File: config.mk
export PLATFORM = sky130hd
export DESIGN_NAME = hhmm_level_sequencer
export DESIGN_NICKNAME = d
export VERILOG_FILES = /design/src/rtl/hhmm_level_sequencer.sv
export SDC_FILE = /design/constraint.sdc
export NUM_CORES = 1
export LEC_CHECK = 0
export BUFFER_PORTS_ARGS = -buffer_cell sky130_fd_sc_hd__buf_2
export CAP_MARGIN = 0
export CORE_MARGIN = 5
export CORE_UTILIZATION = 50
export CTS_CLUSTER_SIZE = 10
export DETAILED_ROUTE_END_ITERATION = 6
export PLACE_DENSITY_LB_ADDON = 0.05
export SETUP_SLACK_MARGIN = 0.3
export SLEW_MARGIN = 20
export SYNTH_ARGS = -nofsm -noshare
export SYNTH_HDL_FRONTEND = slang
export SYNTH_SLANG_ARGS = --single-unit
File: constraint.sdc
create_clock -name CLK -period 5.6 [get_ports CLK]
set_clock_uncertainty 0.2 [all_clocks]
set_input_delay 0.84 -clock CLK [delete_from_list [all_inputs] [get_ports CLK]]
set_output_delay 0.84 -clock CLK [all_outputs]
set_load 0.01 [all_outputs]
File: src/rtl/hhmm_level_sequencer.sv
// Sequencer driving BV codes to one row of HHMM level cells: init, ordered search, sub-level descent.
// Optional search watchdog enabled by defining HHMM_SEQ_WDOG_EN.
module hhmm_level_sequencer #(
  parameter int unsigned N_CHILD     = 4,
  parameter int unsigned INIT_CYCLES = 2,
  parameter int unsigned WDOG_MAX    = 255
) (
  input  logic                   CLK,
  input  logic                   INITn,
  input  logic                   START,
  input  logic                   ABORT,
  input  logic [N_CHILD-1:0]     S0_VEC,
  input  logic [N_CHILD-1:0]     T_VEC,
  input  logic                   SUB_DONE,
  output logic [2*N_CHILD-1:0]   BV_BUS,
  output logic [3:0]             ACT_IDX,
  output logic                   SUB_START,
  output logic                   BUSY,
  output logic                   DONE,
  output logic [7:0]             DESC_CNT,
  output logic                   TOUT
);

  localparam int unsigned IDX_W  = 4;
  localparam int unsigned CNT_W  = 4;
  localparam int unsigned DESC_W = 8;
  localparam int unsigned WDOG_W = 16;
  localparam int unsigned BV_W   = 2 * N_CHILD;

  localparam logic [1:0] BV_SLEEP  = 2'd0;
  localparam logic [1:0] BV_SEARCH = 2'd1;
  localparam logic [1:0] BV_SUB    = 2'd2;
  localparam logic [1:0] BV_INIT   = 2'd3;

  localparam logic [IDX_W-1:0]  LAST_IDX  = IDX_W'(N_CHILD - 1);
  localparam logic [CNT_W-1:0]  INIT_LAST = CNT_W'(INIT_CYCLES - 1);
  localparam logic [DESC_W-1:0] DESC_SAT  = {DESC_W{1'b1}};

  typedef enum logic [2:0] {
    ST_IDLE,
    ST_INIT,
    ST_SEARCH,
    ST_DESCEND,
    ST_FINISH
  } state_t;

  state_t             state, state_n;
  logic [CNT_W-1:0]   init_cnt, init_cnt_n;
  logic [IDX_W-1:0]   idx_n;
  logic [BV_W-1:0]    bv_n;
  logic [DESC_W-1:0]  desc_n;
  logic               sub_start_n, done_n, tout_n;
  logic               s0_sel, t_sel;

`ifdef HHMM_SEQ_WDOG_EN
  localparam logic [WDOG_W-1:0] WDOG_LAST = WDOG_W'(WDOG_MAX - 1);
  logic [WDOG_W-1:0]  wdog_cnt, wdog_n;

  always_ff @(posedge CLK) begin
    if (!INITn) wdog_cnt <= '0;
    else        wdog_cnt <= wdog_n;
  end
`else
  logic unused_wdog;
  assign unused_wdog = ^WDOG_W'(WDOG_MAX);
`endif

  // Only the active cell's S0/T bits are looked at
  always_comb begin
    s0_sel = 1'b0;
    t_sel  = 1'b0;
    for (int i = 0; i < N_CHILD; i++) begin
      if (ACT_IDX == IDX_W'(i)) begin
        s0_sel = S0_VEC[i];
        t_sel  = T_VEC[i];
      end
    end
  end

  always_comb begin
    state_n     = state;
    init_cnt_n  = init_cnt;
    idx_n       = ACT_IDX;
    desc_n      = DESC_CNT;
    sub_start_n = 1'b0;
`ifdef HHMM_SEQ_WDOG_EN
    tout_n      = TOUT;
    wdog_n      = wdog_cnt;
`else
    tout_n      = 1'b0;
`endif
    case (state)
      ST_IDLE: begin
        if (START) begin
          state_n    = ST_INIT;
          init_cnt_n = '0;
          idx_n      = '0;
          desc_n     = '0;
          tout_n     = 1'b0;
        end
      end
      ST_INIT: begin
        if (ABORT) begin
          state_n = ST_IDLE;
        end else if (init_cnt == INIT_LAST) begin
          state_n = ST_SEARCH;
          idx_n   = '0;
`ifdef HHMM_SEQ_WDOG_EN
          wdog_n  = '0;
`endif
        end else begin
          init_cnt_n = init_cnt + CNT_W'(1);
        end
      end
      ST_SEARCH: begin
        // T outranks S0 when both fire together
        if (ABORT) begin
          state_n = ST_IDLE;
        end else if (t_sel) begin
          if (ACT_IDX == LAST_IDX) begin
            state_n = ST_FINISH;
          end else begin
            idx_n = ACT_IDX + IDX_W'(1);
`ifdef HHMM_SEQ_WDOG_EN
            wdog_n = '0;
`endif
          end
        end else if (s0_sel) begin
          state_n     = ST_DESCEND;
          sub_start_n = 1'b1;
        end else begin
`ifdef HHMM_SEQ_WDOG_EN
          if (wdog_cnt == WDOG_LAST) begin
            tout_n  = 1'b1;
            state_n = ST_FINISH;
          end else begin
            wdog_n = wdog_cnt + WDOG_W'(1);
          end
`endif
        end
      end
      ST_DESCEND: begin
        if (ABORT) begin
          state_n = ST_IDLE;
        end else if (SUB_DONE) begin
          state_n = ST_SEARCH;
          if (DESC_CNT != DESC_SAT) desc_n = DESC_CNT + DESC_W'(1);
`ifdef HHMM_SEQ_WDOG_EN
          wdog_n = '0;
`endif
        end
      end
      ST_FINISH: state_n = ST_IDLE;
      default:   state_n = ST_IDLE;
    endcase

    // BV pattern is derived from the upcoming state so it appears registered with it
    bv_n = '0;
    for (int i = 0; i < N_CHILD; i++) begin
      bv_n[2*i +: 2] = BV_SLEEP;
      case (state_n)
        ST_INIT:    bv_n[2*i +: 2] = BV_INIT;
        ST_SEARCH:  if (idx_n == IDX_W'(i)) bv_n[2*i +: 2] = BV_SEARCH;
        ST_DESCEND: if (idx_n == IDX_W'(i)) bv_n[2*i +: 2] = BV_SUB;
        default:    bv_n[2*i +: 2] = BV_SLEEP;
      endcase
    end
    done_n = (state_n == ST_FINISH);
  end

  always_ff @(posedge CLK) begin
    if (!INITn) begin
      state     <= ST_IDLE;
      init_cnt  <= '0;
      BV_BUS    <= '0;
      ACT_IDX   <= '0;
      SUB_START <= 1'b0;
      BUSY      <= 1'b0;
      DONE      <= 1'b0;
      DESC_CNT  <= '0;
      TOUT      <= 1'b0;
    end else begin
      state     <= state_n;
      init_cnt  <= init_cnt_n;
      BV_BUS    <= bv_n;
      ACT_IDX   <= idx_n;
      SUB_START <= sub_start_n;
      BUSY      <= (state_n != ST_IDLE);
      DONE      <= done_n;
      DESC_CNT  <= desc_n;
      TOUT      <= tout_n;
    end
  end

endmodule
After elaboration in Yosys (flattened, before gate mapping). Index checks and enable logic that the tools add are counted.

Reduce and logical (&&, ||, !) cells: 9. Equal/unequal tests: 21. Muxes and demuxes: 47. Add/subtract/negate cells: 3. Bitwise operators: 2.

Operator list (number): 2-to-1 mux 4 bit (9); 2-to-1 mux 8 bit (4); 2-to-1 mux 3 bit (9); case mux 2 bit (3 select lines) (4); == test 4 x 2 -> 1 bit (second input constant) (4); case mux 8 bit (2 select lines) (1); 2-to-1 mux 1 bit (13); == test 3 x 2 -> 1 bit (second input constant) (4); == test 4 x 1 -> 1 bit (second input constant) (3); != test 2 bit (second input constant) (6); case mux 3 bit (4 select lines) (1); case mux 4 bit (3 select lines) (1); adder 4 x 1 -> 4 bit (second input constant) (2); adder 8 x 1 -> 8 bit (second input constant) (1); zero test 4 bit (2); 2-to-1 mux 2 bit (4); != test 8 bit (second input constant) (1); case mux 4 bit (2 select lines) (1); == test 3 x 1 -> 1 bit (second input constant) (2); AND reduction 5 bit (1); AND reduction 4 bit (1); nonzero test 2 bit (2); OR reduction 4 bit (1); == test 3 bit (second input constant) (1); 3 further kinds (4).

Input port bits: 13. Logic and storage cells: 90. Bits in registers: 30. Output and inout port bits: 24.

Depth between registers and ports, before layout. Gate-level depths: netlist of run 1.

Depth in word-level cells: 11. Mapped depth: 8. Depth with buffers taken out: 8.

Least setup slack after synthesis of run 1. OpenSTA, ideal clock, no wires.

Path type: input-to-reg. Start: input ABORT. End: register BV_BUS[4]. Library setup time: 0.074 ns. Required time: 5.326 ns. Stages: 6. Arrival: 2.088 ns. Buffers on the path: 0. Slack: 3.238 ns. Path through: nor4b_1 > and3_2 > o221ai_1 > nor4b_1 > nand2b_1 > o21ai_0.

Cells in the longest elaborated chain, start to end: 5. Elaborated cells between the ends (all ways): 13. Those cells by class: 4 x eq/ne; 9 x mux.

RTL lines: from (decl) (RTL line 11) `input logic ABORT,`; 2-to-1 mux 4 bit, on equally long branches (RTL line 117, 103); case mux 4 bit (3 select lines) (RTL line 92) `case (state)`; == test 4 x 2 -> 1 bit (RTL line 163) `ST_SEARCH: if (idx_n == IDX_W'(i)) bv_n[2*i +: 2] = BV_SEARCH;`; 2-to-1 mux 1 bit (RTL line 163); case mux 2 bit (3 select lines) (*) (RTL line 161) `case (state_n)`; to (signal assigned) (RTL line 185) `BV_BUS <= bv_n;`; to (decl) (RTL line 15) `output logic [2*N_CHILD-1:0] BV_BUS,`.

Every way passes the cells marked *; elsewhere a longest branch is shown, timed or not. A chain may end at the register's enable or synchronous reset.

Worst setup path in the final report of run 1.
Start: register ACT_IDX[1]. End: register BV_BUS[4].

Cells in the longest elaborated chain, start to end: 11. Elaborated cells between the ends (all ways): 31. Those cells by class: 1 x add/sub; 7 x eq/ne; 22 x mux; 1 x reduce/logical.

RTL lines: from (decl) (RTL line 16) `output logic [3:0] ACT_IDX,`; from (signal assigned) (RTL line 186) `ACT_IDX <= idx_n;`; zero test 4 bit (RTL line 73) `if (ACT_IDX == IDX_W'(i)) begin`; 2-to-1 mux 1 bit (4 in a row) (RTL line 73); 2-to-1 mux 4 bit or 2-to-1 mux 3 bit (tied branches) (RTL line 119, 128); 2-to-1 mux 4 bit or 2-to-1 mux 3 bit (tied branches) (RTL line 117, 119); case mux 4 bit (3 select lines) or 2-to-1 mux 3 bit (tied branches) (RTL line 92, 117); == test 4 x 2 -> 1 bit or case mux 3 bit (4 select lines) (tied branches) (RTL line 163, 92); 2-to-1 mux 1 bit, or another cell as far along (RTL line 163); case mux 2 bit (3 select lines) (*) (RTL line 161).

Marked as above.

==> reports/results.tsv, run 1 <==
metric	value	unit
status	complete, no violations	
ff2ff_path_depth	7	
first_pass_iters	4	
switching_share	25.1	%
cts_sinks	30	
power_leakage	0.808	nW
fin_crit_sh	46.1	%
die_area	0.00450	mm2
async_flop_share	0	%
cp_cell_sequence	ha_1 -> or4bb_2 -> o21ai_0 -> a211oi_1 -> nor4b_1 -> nand2b_1 -> o21ai_0	
fp.dieH	67.1	um
avgRoutedWirePerCell	14.1	um
hold_buffers	0	
tns	0	ps
p_seq_share	51.9	%
p_total	0.430	mW
diodes	0	
start_util	52.9	%
yosysUniqueCellTypes	51	
drt-initial-drc-count	125	
path_class	reg -> reg	
final_core_util	62.1	%
detail_route.wirelength	3760	um
finalHoldViolations	0	
cts-root-buf	clkbuf_4	
ys_seq_elements	30	
via_per_inst	5.57	
p_comb_share	9.7	%
grt_pass1_vias	1434	
drcViolationCount	0	
core_area	0.00308	mm2
grt_first_pass_wirelength	6380	um
hold_path_class	reg -> reg	
clk-insertion-delay-late	340	ps
netlist_area	0.00163	mm2
path_max_fanout	6	
grt_max_degree	19	
h-tree-depth	2	
p_per_area	225	mW/mm2
arrival	2600	ps
min_to	init_cnt[1]	
vias	1488	
ys_seq_area_share	36.9	%
io_buffers	35	
relSlewSlack	36.4	%
critPathCaptureType	flip-flop	
fin_cells	267	
setup_viol	0	
fmax	387	MHz
whs	351	ps
final_common_cell	buf_2	
area_delta_synth_final	17.3	%
r2r-end	BV_BUS[4]	
chipWidth	67.1	um
drive_above_1_share	26.0	%
vdd_drop_max	0.000177	V
holdPathStages	2	
worst_slack	3020	ps
intPower	0.322	mW
nets	242	
antenna_found_initial	0	
rows	20	
post_cts_resized	0	
p_clk_share	38.4	%
syn_nets	205	
globalplace.congestion	0.909	
r2r_slack	3020	ps
ys.flop_type	dfxtp_1	
synth.avg_cell_area	8.81	um2
yosys_warnings	0	
ant_nets	0	
cpMaxStageDelayCell	or4bb_2	
min_from	init_cnt[1]	
syn_inst	185	
final_area	0.00191	mm2
p_sw	0.108	mW
ios	37	
place_hpwl	2750	um
cp-start-kind	flip-flop	
most-common-layout-cells	buf_2, dfxtp_1, nor2_1	
slowest_delay	690	ps
worstMarginPinSlew	946	ps
gr-usage-all-layers	18.3	%
grt_overflow	0	
drv_cap	0	
slew_violations	0	
post-place-ws	2820	ps
synth-edff-count	0	
numCtsBuffers	5	
postCtsSetupBuffers	0	
cts_tree	built	
cp.required	5620	ps
placed_cell_area	0.00183	mm2
post-route-min-period	2580	ps
place_inst	259	
clockBufferDepth	2	
crit_path_frequent_cell	o21ai_0	
timing.rr.start	ACT_IDX[1]	
rsz0062_at_grt	no	
clk_pin_slew	100	ps
[per-layer routing]
metal	GRT usage [%]	wire [um]	vias to the layer above
met5	0	0	-
met4	6.58	82	0
met3	4.89	224	9
met2	29.2	1680	40
met1	23.4	1780	696
li1	-	-	743
[power groups by stage]
stage	combinational, mW	sequential [mW]	clock (mW)
floorplan	0.0260	0.229	0
global placement	0.0411	0.228	0
detailed placement	0.0417	0.228	0
CTS	0.0421	0.223	0.166
global route	0.0469	0.225	0.178
finish	0.0419	0.223	0.165
[cell families (layout without fill, tap and decap cells)]
| kind of cell | count (synthesis) | after routing | share of synthesized area (%) |
|---|---|---|---|
| buffers and inverters | 13 | 51 | 3.53 |
| and+or+nand+nor | 83 | 83 | 28.8 |
| other | 1 | 1 | 0.230 |
| xor gates and xnor gates | 8 | 8 | 4.30 |
| adders and majority gates | 7 | 7 | 5.38 |
| AOI/OAI and AO/OA | 43 | 43 | 20.9 |
| DFF | 30 | 30 | 36.9 |
[cell usage after synthesis, types with 6 or more instances]
master | number | share of area [%]
o21ai_0 | 11 | 3.4
nand4_1 | 6 | 2.3
nand2b_1 | 9 | 3.5
xor2_1 | 8 | 4.3
nand2_1 | 12 | 2.8
nor2_1 | 22 | 5.1
a21oi_1 | 9 | 2.8
ha_1 | 7 | 5.4
inv_1 | 8 | 1.8
dfxtp_1 | 30 | 37
nand3_1 | 8 | 2.5
[critical path: cells and delay by family (launching register included)]
family | cells | cell delay, ps
AND/OR/NAND/NOR | 3 | 1000
flip-flops | 1 | 470
AO/OA/AOI/OAI | 3 | 520
adder cells (fa/ha/maj) | 1 | 270
[flip-flops by register name, indices dropped and copies added (netlist names)]
| register | cells |
|---|---|
| DESC_CNT | 8 |
| init_cnt | 4 |
| state | 3 |
| SUB_START | 1 |
| BV_BUS | 8 |
| ACT_IDX | 4 |
| DONE | 1 |
| BUSY | 1 |
[how the worst max path moves through the flow]
stage | startpoint | endpoint | slack, ps | cells past startpoint
final | ACT_IDX[1] | BV_BUS[4] | 3020 | 7
after floorplan | ABORT | BV_BUS[4] | 3240 | 6
after global placement | ABORT | BV_BUS[4] | 2950 | 7
after CTS | ACT_IDX[1] | BV_BUS[5] | 3060 | 8
after detailed placement | ABORT | BV_BUS[4] | 2820 | 7
after global routing | init_cnt[0] | BV_BUS[4] | 2790 | 7
[layout make-up]
type / count / area [um2]
well taps: 44 / 55.1
repair buffers: 35 / 175
flip-flops and latches: 30 / 601
multi-input cells: 142 / 971
fillers: 271 / 1170
clock buffers: 8 / 78.8
inverters: 8 / 30.0
Note: power is estimated with default switching activity, not from simulation.
==> run 2: changes to the inputs <==
clock period = 2.4 ns   (was 5.6 ns; I/O delays follow)
==> reports/results.tsv, run 2 (synthesis results as in run 1) <==
metric	value	unit
slowest_delay	400	ps
finalHoldViolations	0	
regArea	611	um2
ios	37	
grtUsageMet3	4.55	%
grt_overflow	0	
path_max_fanout	5	
vdd_drop_max	0.000324	V
multi_input_area	0.00113	mm2
numCtsBuffers	5	
arrival	2360	ps
tns	0	ps
rsz0062_at_grt	yes	
fmax	436	MHz
start_util	52.9	%
first_pass_iters	4	
setup_viol	0	
drt-initial-drc-count	108	
nets	263	
place_inst	268	
post-route-min-period	2290	ps
hold_buffers	0	
use_met1	25.4	%
crit_cells	9	
grt_first_pass_wirelength	6530	um
rows	20	
area_delta_synth_final	36.6	%
status	complete, no violations	
r2r_slack	110	ps
p_per_area	427	mW/mm2
final_common_cell	buf_2	
drv_cap	0	
io_buffers	35	
avgRoutedWirePerCell	14.5	um
cts_sinks	30	
critPathTopFamily	compound AO/OA/AOI/OAI gates	
top_usage_layer	met2	
fillers	249	
h-tree-depth	2	
drive_above_1_share	41.8	%
chipWidth	67.1	um
ant_nets	0	
ff2ff_path_depth	9	
hold_path_class	in -> reg	
path_buf_inv	2	
power_leakage	0.953	nW
antenna_found_initial	0	
cp_cell_sequence	inv_4 -> ha_4 -> nand3b_1 -> a221oi_4 -> buf_4 -> a211o_1 -> and3_4 -> nand3_2 -> a21oi_2	
cts_tree	built	
clockBufferDepth	2	
gr-usage-all-layers	19.1	%
fp.dieH	67.1	um
fin_crit_sh	95.5	%
die_area	0.00450	mm2
path_class	reg -> reg	
largestRegisters	BV_BUS (8), DESC_CNT (8)	
clk_pin_slew	80	ps
worstMarginPinSlew	558	ps
vias	1573	
grt_max_degree	16	
grtUsageMet2	30.2	%
cp.required	2470	ps
final_area	0.00223	mm2
fin_cells	288	
grt_pass1_vias	1474	
detail_route.wirelength	4170	um
drcViolationCount	0	
clk-insertion-delay-late	330	ps
holdPathStages	2	
most-common-layout-cells	buf_2, dfxtp_1, nor2_1	
diodes	0	
cts-root-buf	clkbuf_4	
placed_cell_area	0.00193	mm2
via_per_inst	5.46	
globalplace.congestion	0.859	
slew_violations	0	
critPathCaptureType	flip-flop	
cp-start-kind	flip-flop	
core_area	0.00308	mm2
relSlewSlack	62.7	%
cpMaxStageDelayCell	dfxtp_4	
place_hpwl	2880	um
-- run 2: cell types whose count changed in the layout (fill, tap and decap cells not counted), sizes merged --
cell	previous run	this run
clkinv	0	1
clkbuf	8	7
buf	35	56
-- run 2: per-layer routing --
layer | vias to the layer above | routed length (um)
met1 | 729 | 1810
li1 | 781 | -
met2 | 57 | 2020
met5 | - | 0
met3 | 6 | 294
met4 | 0 | 44
-- run 2: what timing repair did --
item,in CTS,in global routing
pin swaps,8,14
resized for setup,15,19
setup endpoints to repair,15,23
buffers inserted,8,4
-- run 2: final timing paths --
| path | end | start |
|---|---|---|
| hold / removal | ACT_IDX[2] | INITn |
| hold reg to reg | init_cnt[1] | init_cnt[1] |
| setup / recovery | BV_BUS[1] | ACT_IDX[1] |
| setup reg to reg | BV_BUS[1] | ACT_IDX[1] |
-- run 2: final cells by class --
class                   instances  share of cell area, %
clock inverters                 1                  0.225
inverters                       8                   1.46
well taps                      44                   2.47
clock buffers                   7                   2.47
flip-flops and latches         30                   27.4
multi-input cells             142                   50.8
repair buffers                 56                   15.1
-- run 2: power breakdown --
| part | switching [mW] | total [mW] | internal, mW |
|---|---|---|---|
| registers | 0.00713 | 0.517 | 0.509 |
| clock network | 0.167 | 0.309 | 0.142 |
| logic | 0.0713 | 0.125 | 0.0532 |
-- run 2: through the flow --
| step | power [mW] | setup slack [ps] | hold slack (ps) | util [%] |
|---|---|---|---|---|
| finish | 0.950 | 108 | 154 | 72.3 |
| global placement | 0.634 | 125 | 312 | 62.7 |
| detailed placement | 0.636 | 54.7 | 323 | 62.7 |
| CTS | 0.944 | 125 | 149 | 68.5 |
| floorplan | 0.596 | 299 | 307 | - |
| global route | 0.999 | -45.3 | 161 | 72.3 |
